## src/rtl/ahb_master_arbiter_if.sv

```systemverilog
// Bus-side signal bundle for the two-master AHB arbiter.
// The slave modport is the arbiter's view; the master modport is the requesters/fabric view.
interface ahb_master_arbiter_if;
    logic HBUSREQ_M1;
    logic HBUSREQ_M2;
    logic HREADY_S;
    logic HGRANT_M1;
    logic HGRANT_M2;
    logic HREADY_M1;
    logic HREADY_M2;
    logic HMASTER_A;
    logic HTRANS_A;
    logic HMASTER_D;
    logic HRESP_ERR;
    logic busy_o;

    modport slave (
        input  HBUSREQ_M1, HBUSREQ_M2, HREADY_S,
        output HGRANT_M1, HGRANT_M2, HREADY_M1, HREADY_M2,
               HMASTER_A, HTRANS_A, HMASTER_D, HRESP_ERR, busy_o
    );

    modport master (
        output HBUSREQ_M1, HBUSREQ_M2, HREADY_S,
        input  HGRANT_M1, HGRANT_M2, HREADY_M1, HREADY_M2,
               HMASTER_A, HTRANS_A, HMASTER_D, HRESP_ERR, busy_o
    );
endinterface

```

## src/rtl/ahb_master_arbiter.sv

```systemverilog
// Two-master, single-outstanding AHB arbiter: M2 preferred, M1 protected from starvation,
// hung data phases terminated with an error pulse after TIMEOUT stalled cycles.
module ahb_master_arbiter #(
    parameter int unsigned MAX_WAIT = 8,
    parameter int unsigned TIMEOUT  = 64
) (
    input  logic                 HCLK,
    input  logic                 HRESETn,
    ahb_master_arbiter_if.slave  bus
);

    typedef enum logic {IDLE = 1'b0, DATA = 1'b1} state_e;

    localparam logic [7:0]  MAX_WAIT_C = 8'(MAX_WAIT);
    localparam logic [15:0] TMO_LAST_C = 16'(TIMEOUT - 1);
    localparam logic        TMO_EN_C   = (TIMEOUT != 0);

    state_e      state_q, state_d;
    logic        hmaster_d_q, hmaster_d_d;
    logic [7:0]  starve_cnt_q, starve_cnt_d;
    logic [15:0] tmo_cnt_q, tmo_cnt_d;

    logic in_data, timeout_hit, window, m1_prio;
    logic gnt1, gnt2, grant, rsp;

    always_comb begin
        in_data     = (state_q == DATA);
        // Fires in the TIMEOUT-th consecutive stalled data cycle.
        timeout_hit = in_data && !bus.HREADY_S && TMO_EN_C && (tmo_cnt_q == TMO_LAST_C);
        window      = (!in_data || bus.HREADY_S) && !timeout_hit;
        m1_prio     = (starve_cnt_q >= MAX_WAIT_C);
        gnt1        = window && bus.HBUSREQ_M1 && (!bus.HBUSREQ_M2 || m1_prio);
        gnt2        = window && bus.HBUSREQ_M2 && !gnt1;
        grant       = gnt1 || gnt2;
        rsp         = in_data && (bus.HREADY_S || timeout_hit);

        state_d     = state_q;
        hmaster_d_d = hmaster_d_q;
        if (grant) begin
            state_d     = DATA;
            hmaster_d_d = gnt2;
        end else if (rsp) begin
            state_d     = IDLE;
        end

        starve_cnt_d = starve_cnt_q;
        if (!bus.HBUSREQ_M1 || gnt1)
            starve_cnt_d = '0;
        else if (starve_cnt_q < MAX_WAIT_C)
            starve_cnt_d = starve_cnt_q + 8'd1;

        tmo_cnt_d = tmo_cnt_q;
        if (grant || rsp)
            tmo_cnt_d = '0;
        else if (in_data && !bus.HREADY_S)
            tmo_cnt_d = tmo_cnt_q + 16'd1;
    end

    always_ff @(posedge HCLK or negedge HRESETn) begin
        if (!HRESETn) begin
            state_q      <= IDLE;
            hmaster_d_q  <= 1'b0;
            starve_cnt_q <= '0;
            tmo_cnt_q    <= '0;
        end else begin
            state_q      <= state_d;
            hmaster_d_q  <= hmaster_d_d;
            starve_cnt_q <= starve_cnt_d;
            tmo_cnt_q    <= tmo_cnt_d;
        end
    end

    assign bus.HGRANT_M1 = gnt1;
    assign bus.HGRANT_M2 = gnt2;
    assign bus.HTRANS_A  = grant;
    assign bus.HMASTER_A = grant ? gnt2 : hmaster_d_q;
    assign bus.HMASTER_D = hmaster_d_q;
    assign bus.HREADY_M1 = rsp && !hmaster_d_q;
    assign bus.HREADY_M2 = rsp && hmaster_d_q;
    assign bus.HRESP_ERR = timeout_hit;
    assign bus.busy_o    = in_data;

endmodule

```

## src/flat_wrapper.sv

```systemverilog
// flat-port wrapper written by rule: the top's interface ports become plain ports
module ahb_master_arbiter_flat 
#(
    parameter int unsigned MAX_WAIT = 8,
    parameter int unsigned TIMEOUT  = 64
)
  (HCLK, HRESETn, bus_HBUSREQ_M1, bus_HBUSREQ_M2, bus_HREADY_S, bus_HGRANT_M1, bus_HGRANT_M2, bus_HREADY_M1, bus_HREADY_M2, bus_HMASTER_A, bus_HTRANS_A, bus_HMASTER_D, bus_HRESP_ERR, bus_busy_o);
  ahb_master_arbiter_if bus_i ();
  input  logic HCLK;
  input  logic HRESETn;
  input wire logic [$bits(bus_i.HBUSREQ_M1)-1:0] bus_HBUSREQ_M1;
  input wire logic [$bits(bus_i.HBUSREQ_M2)-1:0] bus_HBUSREQ_M2;
  input wire logic [$bits(bus_i.HREADY_S)-1:0] bus_HREADY_S;
  output wire logic [$bits(bus_i.HGRANT_M1)-1:0] bus_HGRANT_M1;
  output wire logic [$bits(bus_i.HGRANT_M2)-1:0] bus_HGRANT_M2;
  output wire logic [$bits(bus_i.HREADY_M1)-1:0] bus_HREADY_M1;
  output wire logic [$bits(bus_i.HREADY_M2)-1:0] bus_HREADY_M2;
  output wire logic [$bits(bus_i.HMASTER_A)-1:0] bus_HMASTER_A;
  output wire logic [$bits(bus_i.HTRANS_A)-1:0] bus_HTRANS_A;
  output wire logic [$bits(bus_i.HMASTER_D)-1:0] bus_HMASTER_D;
  output wire logic [$bits(bus_i.HRESP_ERR)-1:0] bus_HRESP_ERR;
  output wire logic [$bits(bus_i.busy_o)-1:0] bus_busy_o;
  assign bus_i.HBUSREQ_M1 = bus_HBUSREQ_M1;
  assign bus_i.HBUSREQ_M2 = bus_HBUSREQ_M2;
  assign bus_i.HREADY_S = bus_HREADY_S;
  assign bus_HGRANT_M1 = bus_i.HGRANT_M1;
  assign bus_HGRANT_M2 = bus_i.HGRANT_M2;
  assign bus_HREADY_M1 = bus_i.HREADY_M1;
  assign bus_HREADY_M2 = bus_i.HREADY_M2;
  assign bus_HMASTER_A = bus_i.HMASTER_A;
  assign bus_HTRANS_A = bus_i.HTRANS_A;
  assign bus_HMASTER_D = bus_i.HMASTER_D;
  assign bus_HRESP_ERR = bus_i.HRESP_ERR;
  assign bus_busy_o = bus_i.busy_o;
  ahb_master_arbiter #(.MAX_WAIT(MAX_WAIT), .TIMEOUT(TIMEOUT)) u_core (.HCLK(HCLK), .HRESETn(HRESETn), .bus(bus_i));
endmodule
```

## config.mk

```make
export PLATFORM = sky130hd
export DESIGN_NAME = ahb_master_arbiter_flat
export DESIGN_NICKNAME = d
export VERILOG_FILES = /design/src/rtl/ahb_master_arbiter_if.sv /design/src/rtl/ahb_master_arbiter.sv /design/src/flat_wrapper.sv
export SDC_FILE = /design/constraint.sdc
export NUM_CORES = 1
export LEC_CHECK = 0
export ABC_CLOCK_PERIOD_IN_PS = 2100
export BUFFER_PORTS_ARGS = -buffer_cell sky130_fd_sc_hd__buf_2
export CAP_MARGIN = 20
export CORE_ASPECT_RATIO = 1.2
export CORE_UTILIZATION = 57
export DETAILED_ROUTE_END_ITERATION = 16
export PLACE_DENSITY = 0.78
export REMOVE_ABC_BUFFERS = 1
export SYNTH_ARGS = -nofsm -noshare
export SYNTH_HDL_FRONTEND = slang
export SYNTH_SLANG_ARGS = --single-unit
```

## constraint.sdc

```tcl
create_clock -name HCLK -period 2.1 [get_ports HCLK]
set_input_delay 0.525 -clock HCLK [delete_from_list [all_inputs] [get_ports HCLK]]
set_output_delay 0.525 -clock HCLK [all_outputs]
set_load 0.02 [all_outputs]
```

; Word-level counts from Yosys, hierarchy flattened
; Cells that the tools add are included.
[op_classes]
n_div = 0
muxes = 7
reduce_logical = 26
mul = 0
n_bitwise = 0
magnitude_cmp = 2
n_addsub = 2
eq_ne = 1
shifts = 0
[op_table]
columns = op, n
row1 = $mux W16, 2
row2 = $add A16 B1 Y16 const B, 1
row3 = $eq A16 B6 Y1 const B, 1
row4 = $mux W8, 2
row5 = $logic_and A1 B1 Y1, 10
row6 = $add A8 B1 Y8 const B, 1
row7 = $ge A8 B4 Y1 const B, 1
row8 = $lt A8 B4 Y1 const B, 1
row9 = $logic_not A1 Y1, 7
row10 = $logic_or A1 B1 Y1, 6
row11 = $reduce_bool A2 Y1, 3
row12 = $mux W1, 3
[word_totals]
regBits = 26
memories = 0
inputBits = 5
word_cells = 42
latch_bits = 0
mem_bits_ro = 0
output_inout_bits = 9
mem_bits_rw = 0

; Longest topological paths before layout
[logic_depth]
word_depth = 12
depth_mapped = 6
depth_no_buf = 5

; Worst setup path before layout
; Ideal clock, no wire load.
[synth_path]
path_kind = register -> output
startpoint = register u_core.state_q, in the netlist u_core.bus.busy_o
endpoint = output port bus_HREADY_M1
arrival_time_ns = 2.014
path_stages_with_launch = 6
n_path_buf = 1
required_time_ns = 1.575
setup_slack_ns = -0.439
cell_sequence = dfrtp_1 -> buf_8 -> nand3b_1 -> or2_4 -> nor3_1 -> o211a_1
[synth_between]
elab_chain_cells = 5
[synth_rtl]
columns = item, line
row1 = start: declaration, ahb_master_arbiter.sv:18  ; state_e state_q, state_d;
row2 = start signal: assignment, ahb_master_arbiter.sv:66  ; state_q <= state_d;
row3 = $logic_and A1 B1 Y1 (2 in a row), ahb_master_arbiter.sv:29  ; timeout_hit = in_data && !bus.HREADY_S && TMO_EN_C && (tmo_cnt_q == TMO_LAST_C);
row4 = named net bus_HRESP_ERR, flat_wrapper.sv:21  ; output wire logic [$bits(bus_i.HRESP_ERR)-1:0] bus_HRESP_ERR;
row5 = $logic_or A1 B1 Y1, ahb_master_arbiter.sv:35  ; rsp = in_data && (bus.HREADY_S || timeout_hit);
row6 = $logic_and A1 B1 Y1, ahb_master_arbiter.sv:35
row7 = $logic_and A1 B1 Y1, ahb_master_arbiter.sv:78  ; assign bus.HREADY_M1 = rsp && !hmaster_d_q;
row8 = end: declaration, flat_wrapper.sv:16  ; output wire logic [$bits(bus_i.HREADY_M1)-1:0] bus_HREADY_M1;
; The timed path passes the listed nets, and every way through them passes these cells.

; Worst setup path after layout
[layout_path]
startpoint = register u_core.tmo_cnt_q[0]
endpoint = output port bus_HREADY_M1
[layout_between]
elab_chain_cells = 5
[layout_rtl]
columns = item, line
row1 = start: declaration, ahb_master_arbiter.sv:21  ; logic [15:0] tmo_cnt_q, tmo_cnt_d;
row2 = start signal: assignment, ahb_master_arbiter.sv:69  ; tmo_cnt_q <= tmo_cnt_d;
row3 = $eq A16 B6 Y1, ahb_master_arbiter.sv:29
row4 = $logic_and A1 B1 Y1, ahb_master_arbiter.sv:29
row5 = $logic_or A1 B1 Y1, ahb_master_arbiter.sv:35
row6 = $logic_and A1 B1 Y1, ahb_master_arbiter.sv:35
row7 = $logic_and A1 B1 Y1, ahb_master_arbiter.sv:78
; No other way between the ends.

==> metrics.csv <==
stage,metric,value,unit
critical_path,crit_start,u_core.tmo_cnt_q[0],
timing,relSlewSlack,0.611,
layout,multiInputGateArea,818,µm²
critical_path,rr_worst_depth,10,
layout,antenna_cells,0,
placed_design,place_inst,199,
layout,area_growth_syn_to_layout,41.5,%
power,pwr_density_cell,537,nW/µm²
placed_design,io_buffers,13,
global_route,grt_max_degree,27,
flow_run,timing.max_cap.violations,0,
route,dr.pass1.iters,5,
critical_path,regToRegSetupSlack,0.05,ns
route,viasPerCell,6.24,
clock_tree,clk_latency,0.33,ns
worst_hold_path,hold_path.class,in2async,
timing,rsz0062_at_grt,yes,
route,drc,0,
power,power_leakage,0.928,nW
timing,slew_violations,0,
die,core_region_area,2330,µm²
layout,seq_area,652,µm²
layout,nFillCells,116,
clock_tree,cts_hold_buffers,0,
clock_tree,cts_tree,built,
critical_path,endpoint_kind,primary output,
global_route,grt_use_total,0.324,
yosys,async_flop_share,1.00,
timing,finalCritPeriodShare,1.18,
critical_path,r2r_start,u_core.starve_cnt_q[6],
yosys,ys_warn_count,0,
timing,layout_setup_ws,-0.368,ns
critical_path,worst-path-max-fanout,4,
clock_tree,cts_root_buf,clkbuf_4,
run_status,violations,negative setup slack,
yosys,synthDominantCellAreaShare,0.456,
die,fp.dieH,56.8,µm
yosys,avgSynthCellArea,10.2,µm²
yosys,synth_area_leader_cell,dfrtp_1,
global_route,grt_remaining_overflow,0,
layout,drive_gt1_frac,0.431,
yosys,ys_seq_area_frac,0.456,
layout,instances_no_fill,226,
yosys,yosys_register_bits,26,
critical_path,reg2reg_to,u_core.starve_cnt_q[6],
timing,period_needed,2.47,ns
yosys,yosysMostFrequentCell,dfrtp_1,
placed_design,gp_congestion,0.819,
yosys,synth_ff_type,dfrtp_1,
timing,skew,0.00768,ns
clock_tree,clockBufferDepth,2,
die,die_w,47.7,µm
clock_tree,clkTransAtPathRegs,0.15,ns
timing,hold_viol,0,
critical_path,cp.required,1.57,ns
die,start_util,0.613,
route,drt-total-wl,4520,µm
timing,worst_pin_slew,0.584,ns
timing,setup_viol_count_final,6,
global_route,antenna_found_initial,0,
critical_path,crit_arrival,1.94,ns
yosys,synthTopCellsByCount,"26 x dfrtp_1, 17 x a21oi_1, 11 x xnor2_1",
critical_path,path_class,reg2out,
timing,whs,0.161,ns
global_route,grt_pass1_vias,1362,
die,rows,19,
placed_design,hpwl,2300,µm
clock_tree,clock-sinks,26,
die,io_pins,14,
die,die_area,2710,µm²
clock_tree,htreeDepth,1,
yosys,synth_area,1430,µm²
yosys,synth_edf_count,0,
timing,fmax,0.405,GHz
route,route.detailed.wl_per_inst,20.0,µm
yosys,syn-instance-count,140,
route,antenna_left,0,
route,vias,1410,
yosys,synth_cell_types,37,
clock_tree,cts_made_buffers,3,
layout,final_core_util,0.867,
layout,layout.nets,204,
run_status,outcome,"finished, violations left",
power,peakVddDrop,0.000506,V
critical_path,start_kind,flop,
yosys,synth.area.top_cells,"dfrtp_1 46%, xnor2_1 6.7%, a21oi_1 6.0%",
global_route,grt_pass1_wl,6150,µm
route,drt_iter0_markers,50,
timing,setup_tns,-1.21,ns
cell usage in the layout, fill, tap and decap left out, types with 2 or more instances in the layout:
master	n
o211a_1	2
nand3b_1	3
nor4_4	2
o21ai_0	3
clkbuf_4	3
xor2_1	3
nand2_1	7
nor4_1	4
xnor2_1	11
a21oi_2	2
nor3_1	4
and2_1	4
a22oi_1	3
ha_1	2
buf_2	8
nand4_1	4
nand3_1	3
nor2b_4	2
or3_1	4
inv_1	7
nand2_4	2
buf_6	6
dfrtp_1	25
a21oi_1	15
and2_4	2
nor2_1	3
buf_4	40
flip-flops by register name, indices dropped and copies added, names as in the netlist:
name	flops
u_core.bus.HMASTER_D	1
u_core.bus.busy_o	1
u_core.starve_cnt_q	8
u_core.tmo_cnt_q	16
critical path, stage by stage, from the launching register on:
cell      delay, ns
dfrtp_1        0.41
ha_2           0.22
nand3b_1       0.12
or2_4          0.27
nor3_2         0.11
buf_4          0.15
o211a_1        0.21
buf_6          0.13
area by class of cell:
cell class,instances,area share
clock buffers,3,0.0112
multi-input cells,102,0.405
well taps,31,0.0192
flip-flops and latches,26,0.323
clock inverters,1,0.0149
repair buffers,55,0.212
inverters,8,0.0149
through the flow:
stage	total power, mW	worst slack, ns	cell area (µm²)
2_1_floorplan	0.606	-0.451	1390
3_3_place_gp	0.668	-0.0282	1650
3_5_place_dp	0.673	-0.0696	1650
4_1_cts	1.05	-0.262	1890
5_1_grt	1.11	-0.396	2020
6_report	1.08	-0.368	2020
metal layers:
metal  vias up  routed length (µm)  global-route usage  part of all wire
met5         -                   0                   0                 0
met4         0                 301               0.187             0.067
met3        30                 175              0.0386             0.039
met2        73                2480               0.577              0.55
met1       701                1570               0.334              0.35
li1        606                   -                   -                 -
report_power, final:
group | switching [mW] | internal, mW | leakage (nW) | total [mW]
clock | 0.155 | 0.193 | 0.0279 | 0.348
sequential | 0.0131 | 0.512 | 0.354 | 0.525
combinational | 0.118 | 0.0946 | 0.545 | 0.212
total | 0.285 | 0.800 | 0.928 | 1.08
kinds of logic (layout without fill, tap and decap cells):
kind of cell	count (synthesis)	count (layout)	share of synthesized area
compound gates	29	29	0.138
xor+xnor	14	14	0.0859
fa+ha+maj	3	3	0.0263
buf+inv	12	67	0.0456
flops	26	26	0.456
mux	1	1	0.00701
simple gates	55	55	0.242
how the worst max path moves through the flow:
stage	end	cells past startpoint
finish	bus_HREADY_M1	7
global route	bus_HREADY_M1	7
CTS	bus_HREADY_M1	6
detailed placement	bus_HREADY_M1	7
global placement	bus_HREADY_M2	7
floorplan	bus_HREADY_M1	4
repair_timing:
action                     in CTS  in global routing
pin swaps                       9                 10
setup endpoints to repair       6                 14
hold endpoints to repair        0                  0
gates cloned                    0                  0
buffers inserted               16                  9
resized for setup              17                 16
(Power assumes the default switching activity.)
